--- src/rtl/pmod_dac_writer_pkg.sv ---
// Shared constants, frame helper and FSM state encoding for the Pmod DAC writer.
package pmod_dac_pkg;

  localparam int unsigned FRAME_W = 16;
  localparam int unsigned DATA_W  = 12;

  localparam logic [1:0] PD_NORMAL = 2'b00;
  localparam logic [1:0] PD_1K     = 2'b01;
  localparam logic [1:0] PD_100K   = 2'b10;
  localparam logic [1:0] PD_HIZ    = 2'b11;

  typedef enum logic [3:0] {
    ST_IDLE  = 4'b0001,
    ST_SETUP = 4'b0010,
    ST_SHIFT = 4'b0100,
    ST_GAP   = 4'b1000
  } state_e;

  function automatic logic [FRAME_W-1:0] make_frame(input logic [1:0]        pd,
                                                    input logic [DATA_W-1:0] code);
    return {2'b00, pd, code};
  endfunction

endpackage

--- src/rtl/pmod_dac_writer_if.sv ---
// Sample-write handshake between game logic and the DAC writer.
// DAC_DUAL_CHANNEL_EN adds the second-channel sample wr_data_b.
interface pmod_dac_writer_if;
  import pmod_dac_pkg::*;

  logic              wr_valid;
  logic              wr_ready;
  logic [DATA_W-1:0] wr_data;
  logic [1:0]        wr_pd;
  logic              done;
`ifdef DAC_DUAL_CHANNEL_EN
  logic [DATA_W-1:0] wr_data_b;

  modport master (output wr_valid, wr_data, wr_data_b, wr_pd, input wr_ready, done);
  modport slave  (input wr_valid, wr_data, wr_data_b, wr_pd, output wr_ready, done);
`else
  modport master (output wr_valid, wr_data, wr_pd, input wr_ready, done);
  modport slave  (input wr_valid, wr_data, wr_pd, output wr_ready, done);
`endif
endinterface

--- src/rtl/pmod_dac_writer_sclk_tick.sv ---
// Half-period timer: strobes tick_o every CLK_DIV enabled cycles, restarts when disabled.
module dac_sclk_tick #(
  parameter int unsigned CLK_DIV = 2
) (
  input  logic clk,
  input  logic reset,
  input  logic en_i,
  output logic tick_o
);
  localparam int unsigned CW = (CLK_DIV > 1) ? $clog2(CLK_DIV) : 1;

  logic [CW-1:0] cnt_q, cnt_d;

  assign tick_o = en_i && (cnt_q == CW'(CLK_DIV - 1));

  always_comb begin
    cnt_d = '0;
    if (en_i && !tick_o) cnt_d = cnt_q + 1'b1;
  end

  always_ff @(posedge clk) begin
    if (reset) cnt_q <= '0;
    else       cnt_q <= cnt_d;
  end
endmodule

--- src/rtl/pmod_dac_writer.sv ---
// SPI-style frame transmitter for a DAC121S101-class Pmod.
// DAC_DUAL_CHANNEL_EN adds a lockstep second data line dac_din_b.
module pmod_dac_writer
  import pmod_dac_pkg::*;
#(
  parameter int unsigned CLK_DIV    = 2,
  parameter int unsigned GAP_HALVES = 2
) (
  input  logic                clk,
  input  logic                reset,
  pmod_dac_writer_if.slave    wr,
  output logic                dac_sync_n,
  output logic                dac_sclk,
  output logic                dac_din
`ifdef DAC_DUAL_CHANNEL_EN
  ,
  output logic                dac_din_b
`endif
);
  localparam int unsigned GW = (GAP_HALVES > 1) ? $clog2(GAP_HALVES) : 1;

  state_e             state_q, state_d;
  logic [FRAME_W-1:0] sr_q, sr_d;
  logic               sync_q, sync_d;
  logic               sclk_q, sclk_d;
  logic               ready_q, ready_d;
  logic               done_q, done_d;
  logic [4:0]         fall_q, fall_d;
  logic [GW-1:0]      gap_q, gap_d;
  logic               tick;
`ifdef DAC_DUAL_CHANNEL_EN
  logic [FRAME_W-1:0] sr_b_q, sr_b_d;
`endif

  dac_sclk_tick #(.CLK_DIV(CLK_DIV)) u_tick (
    .clk    (clk),
    .reset  (reset),
    .en_i   (state_q != ST_IDLE),
    .tick_o (tick)
  );

  always_comb begin
    state_d = state_q;
    sr_d    = sr_q;
    sync_d  = sync_q;
    sclk_d  = sclk_q;
    ready_d = ready_q;
    done_d  = 1'b0;
    fall_d  = fall_q;
    gap_d   = gap_q;
`ifdef DAC_DUAL_CHANNEL_EN
    sr_b_d  = sr_b_q;
`endif
    unique case (state_q)
      ST_IDLE: begin
        if (wr.wr_valid && ready_q) begin
          state_d = ST_SETUP;
          sr_d    = make_frame(wr.wr_pd, wr.wr_data);
`ifdef DAC_DUAL_CHANNEL_EN
          sr_b_d  = make_frame(wr.wr_pd, wr.wr_data_b);
`endif
          sync_d  = 1'b0;
          ready_d = 1'b0;
          fall_d  = '0;
          gap_d   = '0;
        end
      end
      ST_SETUP: begin
        if (tick) begin
          state_d = ST_SHIFT;
          sclk_d  = 1'b0;
          fall_d  = 5'd1;
        end
      end
      ST_SHIFT: begin
        if (tick) begin
          if (sclk_q) begin
            sclk_d = 1'b0;
            fall_d = fall_q + 5'd1;
          end else begin
            sclk_d = 1'b1;
            // Clearing the shifter on the final rise also returns dac_din to 0.
            if (fall_q == 5'd16) begin
              state_d = ST_GAP;
              sync_d  = 1'b1;
              sr_d    = '0;
`ifdef DAC_DUAL_CHANNEL_EN
              sr_b_d  = '0;
`endif
            end else begin
              sr_d    = {sr_q[FRAME_W-2:0], 1'b0};
`ifdef DAC_DUAL_CHANNEL_EN
              sr_b_d  = {sr_b_q[FRAME_W-2:0], 1'b0};
`endif
            end
          end
        end
      end
      ST_GAP: begin
        if (tick) begin
          if (gap_q == GW'(GAP_HALVES - 1)) begin
            state_d = ST_IDLE;
            done_d  = 1'b1;
            ready_d = 1'b1;
            gap_d   = '0;
          end else begin
            gap_d = gap_q + 1'b1;
          end
        end
      end
      default: state_d = ST_IDLE;
    endcase
  end

  always_ff @(posedge clk) begin
    if (reset) begin
      state_q <= ST_IDLE;
      sr_q    <= '0;
      sync_q  <= 1'b1;
      sclk_q  <= 1'b1;
      ready_q <= 1'b1;
      done_q  <= 1'b0;
      fall_q  <= '0;
      gap_q   <= '0;
`ifdef DAC_DUAL_CHANNEL_EN
      sr_b_q  <= '0;
`endif
    end else begin
      state_q <= state_d;
      sr_q    <= sr_d;
      sync_q  <= sync_d;
      sclk_q  <= sclk_d;
      ready_q <= ready_d;
      done_q  <= done_d;
      fall_q  <= fall_d;
      gap_q   <= gap_d;
`ifdef DAC_DUAL_CHANNEL_EN
      sr_b_q  <= sr_b_d;
`endif
    end
  end

  assign wr.wr_ready = ready_q;
  assign wr.done     = done_q;
  assign dac_sync_n  = sync_q;
  assign dac_sclk    = sclk_q;
  assign dac_din     = sr_q[FRAME_W-1];
`ifdef DAC_DUAL_CHANNEL_EN
  assign dac_din_b   = sr_b_q[FRAME_W-1];
`endif
endmodule

--- src/flat_wrapper.sv ---
// flat-port wrapper written by rule: the top's interface ports become plain ports
module pmod_dac_writer_flat import pmod_dac_pkg::*;
#(
  parameter int unsigned CLK_DIV    = 2,
  parameter int unsigned GAP_HALVES = 2
)
  (clk, reset, dac_sync_n, dac_sclk, dac_din, wr_wr_valid, wr_wr_data, wr_wr_pd, wr_wr_ready, wr_done);
  pmod_dac_writer_if wr_i ();
  input  logic clk;
  input  logic reset;
  output logic dac_sync_n;
  output logic dac_sclk;
  output logic dac_din;
  input wire logic [$bits(wr_i.wr_valid)-1:0] wr_wr_valid;
  input wire logic [$bits(wr_i.wr_data)-1:0] wr_wr_data;
  input wire logic [$bits(wr_i.wr_pd)-1:0] wr_wr_pd;
  output wire logic [$bits(wr_i.wr_ready)-1:0] wr_wr_ready;
  output wire logic [$bits(wr_i.done)-1:0] wr_done;
  assign wr_i.wr_valid = wr_wr_valid;
  assign wr_i.wr_data = wr_wr_data;
  assign wr_i.wr_pd = wr_wr_pd;
  assign wr_wr_ready = wr_i.wr_ready;
  assign wr_done = wr_i.done;
  pmod_dac_writer #(.CLK_DIV(CLK_DIV), .GAP_HALVES(GAP_HALVES)) u_core (.clk(clk), .reset(reset), .wr(wr_i), .dac_sync_n(dac_sync_n), .dac_sclk(dac_sclk), .dac_din(dac_din));
endmodule
--- config.mk ---
export PLATFORM = sky130hd
export DESIGN_NAME = pmod_dac_writer_flat
export DESIGN_NICKNAME = d
export VERILOG_FILES = /design/src/rtl/pmod_dac_writer_pkg.sv /design/src/rtl/pmod_dac_writer_if.sv /design/src/rtl/pmod_dac_writer_sclk_tick.sv /design/src/rtl/pmod_dac_writer.sv /design/src/flat_wrapper.sv
export SDC_FILE = /design/constraint.sdc
export NUM_CORES = 1
export LEC_CHECK = 0
export CAP_MARGIN = 20
export CORE_ASPECT_RATIO = 1.2
export CORE_UTILIZATION = 48
export DETAILED_ROUTE_END_ITERATION = 6
export GPL_TIMING_DRIVEN = 0
export MAX_ROUTING_LAYER = met4
export PLACE_DENSITY = 0.75
export SLEW_MARGIN = 20
export SYNTH_ARGS = -nofsm -noshare
export SYNTH_HDL_FRONTEND = slang
export SYNTH_SLANG_ARGS = --single-unit
--- constraint.sdc ---
create_clock -name clk -period 1.8 [get_ports clk]
set_clock_uncertainty 0.1 [all_clocks]
set_input_delay 0.18 -clock clk [delete_from_list [all_inputs] [get_ports clk]]
set_output_delay 0.18 -clock clk [all_outputs]
set_load 0.05 [all_outputs]
After elaboration in Yosys (flattened, before gate mapping)
Index checks and enable logic that the tools add are counted.
{"block": "classes", "add_sub_neg": 3, "mul": 0, "n_div": 0, "n_lt_le_gt_ge": 0, "n_eq_ne": 14, "shift": 0, "n_mux": 34, "n_bitwise": 3, "reduce_logical": 17}
{"op": "2-to-1 mux 16 bit", "n": 4}
{"op": "one-hot mux 16 bit (2 select lines)", "n": 1}
{"op": "2-to-1 mux 4 bit", "n": 7}
{"op": "2-to-1 mux 5 bit", "n": 4}
{"op": "one-hot mux 4 bit (4 select lines)", "n": 1}
{"op": "one-hot mux 5 bit (3 select lines)", "n": 1}
{"op": "2-to-1 mux 1 bit", "n": 12}
{"op": "AND reduction 5 bit", "n": 2}
{"op": "!= test 2 x 1 -> 1 bit, second input constant", "n": 4}
{"op": "!= test 2 bit, second input constant", "n": 4}
{"op": "one-hot mux 1 bit (2 select lines)", "n": 4}
{"op": "AND reduction 4 bit", "n": 2}
{"op": "AND reduction 7 bit", "n": 1}
{"op": "AND reduction 3 bit", "n": 2}
{"op": "nonzero test 2 bit", "n": 3}
{"op": "adder 5 x 1 -> 5 bit, second input constant", "n": 1}
{"op": "equality test 5 bit, second input constant", "n": 1}
{"op": "equality test 4 x 1 -> 1 bit, second input constant", "n": 1}
{"op": "equality test 4 x 2 -> 1 bit, second input constant", "n": 1}
{"op": "equality test 4 x 3 -> 1 bit, second input constant", "n": 1}
{"op": "equality test 4 bit, second input constant", "n": 1}
{"op": "!= test 4 x 1 -> 1 bit, second input constant", "n": 1}
{"op": "logical AND 1 bit", "n": 3}
{"op": "NOT 1 bit", "n": 3}
{"op": "other kinds (5)", "n": 6}
{"block": "totals", "ff_bits": 31, "latchBits": 0, "mem_bits_rw": 0, "rom_bits": 0, "output_inout_bits": 5, "wordCells": 80, "memories": 0}

Logic depth before layout (Yosys ltp)
Gate-level depths: netlist of run 1.
{"block": "depth", "word_depth": 6, "ltp_mapped": 7, "depth_no_buf": 6}

Cells and area by module
A second synthesis of run 1 with hierarchy kept.
{"block": "unflattened", "cells_unflattened": 173, "hier_area_um2": 1519.0}
{"module": "pmod_dac_writer", "n_inst": 1, "cells_each": 170, "area_per_inst_um2": 1478.9, "seq_area_each_um2": 600.6}
{"module": "dac_sclk_tick", "n_inst": 1, "cells_each": 3, "area_per_inst_um2": 40.0, "seq_area_each_um2": 20.0}

Worst setup path before layout of run 1
No wires, ideal clock.
{"block": "synth_timing", "path_kind": "reg-to-reg", "startpoint": "register u_core.sclk_q (netlist: u_core.dac_sclk)", "endpoint": "register u_core.sr_q[10]", "arrival_time_ps": 1697, "t_required_ps": 1622, "setup_slack_ps": -75, "stages_incl_launch_ff": 6, "path_buffers": 1, "synth_period_minus_slack_ps": 1875, "path_cell_list": "dfxtp_1 -> nor2b_1 -> a22oi_1 -> clkbuf_1 -> a221oi_1 -> nor3_1"}
{"block": "synth_between", "elab_chain_len": 2}
{"item": "start, declared", "line_no": "pmod_dac_writer.sv:25", "rtl": "logic sclk_q, sclk_d;"}
{"item": "start signal, assigned", "line_no": "pmod_dac_writer.sv:132", "rtl": "sclk_q <= sclk_d;"}
{"item": "!= test 2 bit (no source line)"}
{"item": "AND reduction 4 bit (no source line)"}
{"item": "end signal, assigned", "line_no": "pmod_dac_writer.sv:130", "rtl": "sr_q <= sr_d;"}
{"item": "end, declared", "line_no": "pmod_dac_writer.sv:23", "rtl": "logic [FRAME_W-1:0] sr_q, sr_d;"}
No other way between the ends.
A chain may end at the register's enable or synchronous reset.

Worst setup path after layout of run 1
{"block": "layout_timing", "startpoint": "register u_core.state_q[1]", "endpoint": "register u_core.sr_q[10]"}
{"block": "layout_between", "elab_chain_len": 4, "word_cells_on_any_way": 10}
{"item": "start, declared", "line_no": "pmod_dac_writer.sv:22", "rtl": "state_e state_q, state_d;"}
{"item": "start signal, assigned", "line_no": "pmod_dac_writer.sv:129", "rtl": "state_q <= state_d;"}
{"item": "!= test 4 x 1 -> 1 bit", "line_no": "pmod_dac_writer.sv:38", "rtl": ".en_i (state_q != ST_IDLE),"}
{"item": "logical AND 1 bit", "line_no": "pmod_dac_writer_sclk_tick.sv:14", "rtl": "assign tick_o = en_i && (cnt_q == CW'(CLK_DIV - 1));"}
{"item": "!= test 2 bit (no source line)"}
{"item": "AND reduction 4 bit (no source line)"}
Parallel ways exist; a longest one is shown, timed or not.

==> results of run 1 <==
==> what timing repair did <==
item	in CTS	in global routing
pin swaps	7	7
setup endpoints to repair	19	26
gates cloned	1	1
setup buffers	14	11
resized for setup	27	25
==> logic make-up (layout without fill, tap and decap cells) <==
family                   count (synthesis)  count (layout)  synth area share
AO/OA/AOI/OAI                           41              41             0.206
adder cells (fa/ha/maj)                  2               2            0.0164
buffers and inverters                   17              68            0.0592
flip-flops                              31              31             0.408
AND/OR/NAND/NOR                         76              76             0.310
==> path summary, 6_finish.rpt <==
path,to,slack [ns]
min,u_core.fall_q[2],0.32
max reg2reg,u_core.sr_q[10],-0.02
min reg2reg,u_core.sr_q[0],0.38
max,u_core.sr_q[10],-0.02
==> power groups by stage <==
stage	sequential (mW)	combinational (mW)	clock, mW
after global placement	0.804	0.334	0
final	0.815	0.502	0.474
after floorplan	0.820	0.226	0
after detailed placement	0.807	0.345	0
after global routing	0.824	0.538	0.512
after CTS	0.810	0.393	0.475
==> layout by cell type (no fill, tap or decap), types with 2 or more instances in the layout <==
cell	instances
nor2b_1	2
clkbuf_4	5
a221oi_2	12
buf_4	24
a221o_1	2
or3_1	2
dfxtp_1	25
a21oi_1	9
nand2b_1	2
nand4b_1	2
clkbuf_8	3
buf_6	4
nand3b_1	3
nand2_1	8
or4b_4	3
o311ai_1	2
nor3b_1	2
ha_1	2
dfxtp_4	2
nor2_1	17
o211ai_1	3
nor4b_4	4
clkbuf_1	5
clkbuf_16	2
nand3_1	5
nor3_1	16
clkdlybuf4s50_1	17
dfxtp_2	4
inv_1	3
dlymetal6s2s_1	2
nor2_2	2
==> final cells by class <==
| class | count | area (um^2) |
|---|---|---|
| Clock buffer | 8 | 68.8 |
| Sequential cell | 31 | 633 |
| Timing Repair Buffer | 47 | 438 |
| Inverter | 4 | 15.0 |
| Fill cell | 220 | 769 |
| Tap cell | 36 | 45.0 |
| Buffer | 9 | 85.1 |
| Multi-Input combinational cell | 119 | 973 |
==> critical path: stages, from the launching register on <==
cell       delay [ns]
dfxtp_2          0.35
buf_4            0.15
nor4b_4          0.40
a22oi_2          0.22
clkbuf_16        0.20
a221oi_2         0.19
nor3_1           0.09
==> cells in the mapped netlist, types with 3 or more instances <==
master and count:
a21oi_1 9, a221oi_1 14, buf_2 3, clkbuf_1 6, dfxtp_1 31, inv_1 4, nand2_1 9, nand3_1 5
nand3b_1 3, nor2_1 19, nor3_1 16, o211ai_1 3, or4b_1 3
==> stage by stage <==
| step | setup slack [ns] | power [mW] |
|---|---|---|
| floorplan | -0.0295 | 1.05 |
| global placement | -0.290 | 1.14 |
| detailed placement | -0.343 | 1.15 |
| CTS | -0.0948 | 1.68 |
| global route | -0.0894 | 1.87 |
| finish | -0.0189 | 1.79 |
==> metal layers <==
| metal | share of wire | vias to the layer above | global-route usage |
|---|---|---|---|
| li1 | - | 741 | - |
| met1 | 0.39 | 758 | 0.303 |
| met2 | 0.54 | 51 | 0.439 |
| met3 | 0.042 | 13 | 0.0580 |
| met4 | 0.027 | 0 | 0.125 |
| met5 | 0 | - | - |
==> qor.txt, run 1 <==
Run status - complete, but fails checks
Failing checks - negative setup slack
Static Leak - 0.834 nW
Internal power of the cells - 1.24 mW
Top FF cell, synth - dfxtp_1
CP startpoint - u_core.state_q[1]
Hpwl dp - 2.44 mm
Fin Hold WS - 0.323 ns
Number of global-route vias before repair - 1513
Nets - 236
First-pass DRT Iterations - 4
Area of the core - 3030 um^2
Type of origin of the critical path - flip-flop
Hold path startpoint - reset
Post-route setup TNS - -0.0593 ns
Io pins - 22
Post-synthesis sequential area ratio - 0.408
FMAX - 550 MHz
Unrepaired setup endpoints after global routing - yes
First-pass GRT wire length - 6.57 mm
Clk_lat worst skew - 0.34 ns
N_diodes - 0
Maximum capacitance violations - 0
Total Routing Usage GR - 0.269
CTS clk-pin slew, worst paths - 0.09 ns
Post-synth EDFFs - 0
Mapped Area - 1520 um^2
DRC violation count after routing - 0
Reg2Reg Launch Point - u_core.state_q[1]
Reg with most FFs - u_core.sr_q
Netlist cell types - 41
CTS Hold Bufs - 0
Final Hold Fails - 0
Final Max Slew Viols - 0
Initial antenna violation count - 0
Final worst path period share - 1.01
Clock period minus worst slack - 1.82 ns
Pwr/cell area - 793 nW/um^2
Worst Hold Depth - 3
Starting Density - 0.502
Port Buf Inserts - 20
Switching power of the nets - 0.552 mW
Flop pwr share - 0.455
CP Class - reg -> reg
Final setup fails - 5
H-tree depth - 2
Full die area - 3400 um^2
ANT nets after route - 0
Die X - 53.4 um
Number of synthesized register bits - 31
Finished Layout Cells - 254
Crit end category - flip-flop
Dpl cells - 223
Placed cell area - 1800 um^2
Initial DRC count - 52
Final Cell Area - 2260 um^2
Slew headroom - 0.669
CTS tree - done
FF-to-FF path depth - 6
WP data arrival - 1.94 ns
Routed len/inst - 17.8 um
CTS max path bufs - 2
Worst slew pin tran - 0.496 ns
GRT overflow - 0
Area growth, synth to finish - 48.4%
Critical Path Fanout Max - 5
CTS Buf Count - 5
Vias - 1563
Worst Path Required - 1.92 ns
Average cell area after synthesis - 9.11 um^2
Layout cells sized above 1 - 0.353
Via density per instance - 6.15
Root buffer cell - clkbuf_4
Post-synth top area cell - dfxtp_1
Final WL - 4.52 mm
Syn Inst Count - 167
Share of the synthesized area in the top cell type - 0.408
Synth top area cells - dfxtp_1 (41%), a221oi_1 (8.1%), nor3_1 (5.3%)
Clk sink count - 31
Maximum VDD drop - 0.000540 V
Number of flip-flops in the largest register - 16
Sw Ratio - 0.308
Final GP Congestion - 0.871
Async S/R FF share, synth - 0
Largest net degree at the start of global routing - 11
Die height - 63.7 um
Syn_nets - 186
Comb power frac - 0.280
Final WS setup - -0.0189 ns
Fin util - 0.746
Clock share of power - 0.265
Synth warnings - 0
Placement Rows - 22
Hold crit path type - in -> reg
Biggest regs - u_core.sr_q: 16 flops, u_core.fall_q: 5 flops, u_core.state_q: 4 flops
Power figures use the tool's default switching activity.
==> run 2: changes to the inputs <==
--- a/config.mk
+++ b/config.mk
@@ -15,4 +15,5 @@
 export SLEW_MARGIN = 20
 export SYNTH_ARGS = -nofsm -noshare
 export SYNTH_HDL_FRONTEND = slang
+export SYNTH_HIERARCHICAL = 1
 export SYNTH_SLANG_ARGS = --single-unit
==> qor.txt, run 2 <==
ANT nets after route - 0 (unchanged)
Final Max Slew Viols - 0 (unchanged)
Area growth, synth to finish - 45.0% (was 48.4%)
Clk_lat worst skew - 0.34 ns (about the same)
Share of the synthesized area in the top cell type - 0.409 (was 0.408)
Synth warnings - 6 (was 0)
Top FF cell, synth - dfxtp_1 (unchanged)
Netlist cell types - 45 (was 41)
Dpl cells - 230 (was 223)
Number of flip-flops in the largest register - 16 (unchanged)
Most instantiated library cell after synthesis - dfxtp_1 (unchanged)
Nets - 233 (was 236)
Via density per instance - 6.13 (was 6.15)
N_diodes - 0 (unchanged)
Initial antenna violation count - 0 (unchanged)
Async S/R FF share, synth - 0 (unchanged)
Synth top area cells - dfxtp_1 (41%), a221oi_1 (8.1%), nor2_1 (4.9%) (was dfxtp_1 (41%), a221oi_1 (8.1%), nor3_1 (5.3%))
Reg with most FFs - u_core/sr_q (was u_core.sr_q)
Average cell area after synthesis - 8.78 um^2 (was 9.11 um^2)
Vias - 1538 (was 1563)
Post-synth EDFFs - 0 (unchanged)
CTS Buf Count - 5 (unchanged)
Worst slew pin tran - 0.503 ns (was 0.496 ns)
Unrepaired setup endpoints after global routing - yes (unchanged)
Static Leak - 0.834 nW (about the same)
Maximum capacitance violations - 0 (unchanged)
Syn Inst Count - 173 (was 167)
Io pins - 22 (unchanged)
CTS clk-pin slew, worst paths - 0.09 ns (about the same)
Clock period minus worst slack - 1.85 ns (was 1.82 ns)
Final setup fails - 17 (was 5)
Hold crit path type - reg -> reg (was in -> reg)
Critical-path top delay cell - dfxtp_4 (was nor4b_4)
Biggest regs - u_core/sr_q: 16 flops, u_core/fall_q: 5 flops, u_core/state_q: 4 flops (was u_core.sr_q: 16 flops, u_core.fall_q: 5 flops, u_core.state_q: 4 flops)
Post-synthesis sequential area ratio - 0.409 (was 0.408)
Root buffer cell - clkbuf_4 (unchanged)
Routed len/inst - 16.7 um (was 17.8 um)
Number of synthesized register bits - 31 (unchanged)
Mapped Area - 1520 um^2 (about the same)
CTS max path bufs - 2 (unchanged)
DRC violation count after routing - 0 (unchanged)
Most frequent cells in the layout - dfxtp_1 (27), clkdlybuf4s50_1 (19), buf_4 (14) (was dfxtp_1 (25), buf_4 (24), nor2_1 (17), clkdlybuf4s50_1 (17), nor3_1 (16))
Internal power of the cells - 1.20 mW (was 1.24 mW)
Largest net degree at the start of global routing - 11 (unchanged)
Placed cell area - 1830 um^2 (was 1800 um^2)
Multi-input logic area - 1000 um^2 (was 973 um^2)
Starting Density - 0.502 (about the same)
Fin Hold WS - 0.344 ns (was 0.323 ns)
Switching power of the nets - 0.437 mW (was 0.552 mW)
Critical path's top delay family - simple AND/OR/NAND/NOR gates (unchanged)
Most common cell after layout, fill and taps aside - dfxtp_1 (unchanged)
Post-synth top area cell - dfxtp_1 (unchanged)
First-pass DRT Iterations - 4 (unchanged)
H-tree depth - 2 (unchanged)
GRT overflow - 0 (unchanged)
Type of origin of the critical path - flip-flop (unchanged)
Full die area - 3390 um^2 (was 3400 um^2)
Final WL - 4.18 mm (was 4.52 mm)
Post-route setup TNS - -0.446 ns (was -0.0593 ns)
Biggest cell delay along the critical path - 0.37 ns (was 0.40 ns)
Die X - 53.4 um (about the same)
Sw Ratio - 0.267 (was 0.308)
Total Routing Usage GR - 0.278 (was 0.269)
Post-placement setup slack - -0.548 ns (was -0.343 ns)
Final Hold Fails - 0 (unchanged)
Final worst path period share - 1.03 (was 1.01)
Run status - complete, but fails checks (unchanged)
Clock share of power - 0.351 (was 0.265)
Worst Path Required - 1.91 ns (was 1.92 ns)
Number of global-route vias before repair - 1511 (was 1513)
Hpwl dp - 2.67 mm (was 2.44 mm)
Storage element area - 636 um^2 (was 633 um^2)
Port Buf Inserts - 21 (was 20)
CTS tree - done (unchanged)
Worst Path Buf+Inv - 2 (unchanged)
WP data arrival - 1.96 ns (was 1.94 ns)
Final Cell Area - 2200 um^2 (was 2260 um^2)
Comb power frac - 0.182 (was 0.280)
CTS Hold Bufs - 0 (unchanged)
Crit path cell chain - nor4b_4 > inv_1 > and2_4 > nor2b_4 > buf_4 > a22o_4 > nor2_1 > nor3_1 (was buf_4 > nor4b_4 > a22oi_2 > clkbuf_16 > a221oi_2 > nor3_1)
Top post-synthesis cells by count - dfxtp_1 (31), nor2_1 (20), a21oi_1 (14), a221oi_1 (14), nor3_1 (14) (was dfxtp_1 (31), nor2_1 (19), nor3_1 (16), a221oi_1 (14))
Finished Layout Cells - 251 (was 254)
Die height - 63.6 um (was 63.7 um)
Flop pwr share - 0.467 (was 0.455)
Critical Path Fanout Max - 8 (was 5)
Area of the core - 3030 um^2 (unchanged)
Layout cells sized above 1 - 0.340 (was 0.353)
Pwr/cell area - 743 nW/um^2 (was 793 nW/um^2)
Slew headroom - 0.664 (was 0.669)
Initial DRC count - 50 (was 52)
Syn_nets - 192 (was 186)
Crit end category - flip-flop (unchanged)
Maximum VDD drop - 0.000640 V (was 0.000540 V)
Fill cells - 223 (was 220)
Placement Rows - 22 (unchanged)
Failing checks - negative setup slack (unchanged)
Clk sink count - 31 (unchanged)
First-pass GRT wire length - 6.73 mm (was 6.57 mm)
Final GP Congestion - 0.847 (was 0.871)
CP Class - reg -> reg (unchanged)
Final WS setup - -0.0461 ns (was -0.0189 ns)
FMAX - 542 MHz (was 550 MHz)
[run 2: cell type report]
type | instances | area share
Multi-Input combinational cell | 125 | 0.456
Sequential cell | 31 | 0.289
Timing Repair Buffer | 36 | 0.155
Buffer | 9 | 0.0313
Clock buffer | 6 | 0.0233
Tap cell | 36 | 0.0205
Clock inverter | 2 | 0.0159
Inverter | 6 | 0.0102
[run 2: worst paths after layout]
kind	from	end	slack [ns]	depth (start not counted)
worst max register to register	u_core/state_q[1]	u_core/sr_q[1]	-0.05	8
worst min register to register	u_core/u_tick/cnt_q	u_core/u_tick/cnt_q	0.34	1
worst max-delay path	u_core/state_q[1]	u_core/sr_q[1]	-0.05	8
worst min-delay path	u_core/u_tick/cnt_q	u_core/u_tick/cnt_q	0.34	1
[run 2: per-stage QoR]
stage                     total power, mW  utilization
final                                1.64        0.727
after global routing                 1.69        0.727
after CTS                            1.61        0.695
after detailed placement             1.01        0.606
after global placement               1.00        0.606
after floorplan                     0.929            -
[run 2: what timing repair did]
action,CTS,global route
resized for setup,28,18
setup endpoints to repair,32,24
setup buffers,11,3
endpoints found under the hold margin,0,0
gates cloned,2,0
pin swaps,16,6
[run 2: metal layers]
layer	share of wire	global-route usage	vias up	routed length, um
met5	0	-	-	0
met4	0.011	0.122	0	47
met3	0.040	0.0531	5	168
met2	0.54	0.472	48	2270
met1	0.41	0.302	753	1700
li1	-	-	732	-
[run 2: logic make-up (layout without fill, tap and decap cells)]
kind of cell	count (synthesis)	count (layout)	share of synthesized area
compound gates	43	44	0.207
fa+ha+maj	2	2	0.0165
buf+inv	18	59	0.0609
flops	31	31	0.409
simple gates	79	79	0.307
[run 2: power by group through the flow]
stage | Sequential (mW) | Combinational [mW] | Clock, mW
6_report | 0.764 | 0.297 | 0.575
5_1_grt | 0.769 | 0.319 | 0.605
4_1_cts | 0.759 | 0.269 | 0.578
3_5_place_dp | 0.770 | 0.241 | 0
3_3_place_gp | 0.768 | 0.235 | 0
2_1_floorplan | 0.780 | 0.148 | 0
[run 2: worst register-to-register path: stages, from the launching register on]
cell,delay (ns)
dfxtp_4,0.37
nor4b_4,0.30
inv_1,0.08
and2_4,0.16
nor2b_4,0.14
buf_4,0.16
a22o_4,0.26
nor2_1,0.10
nor3_1,0.06
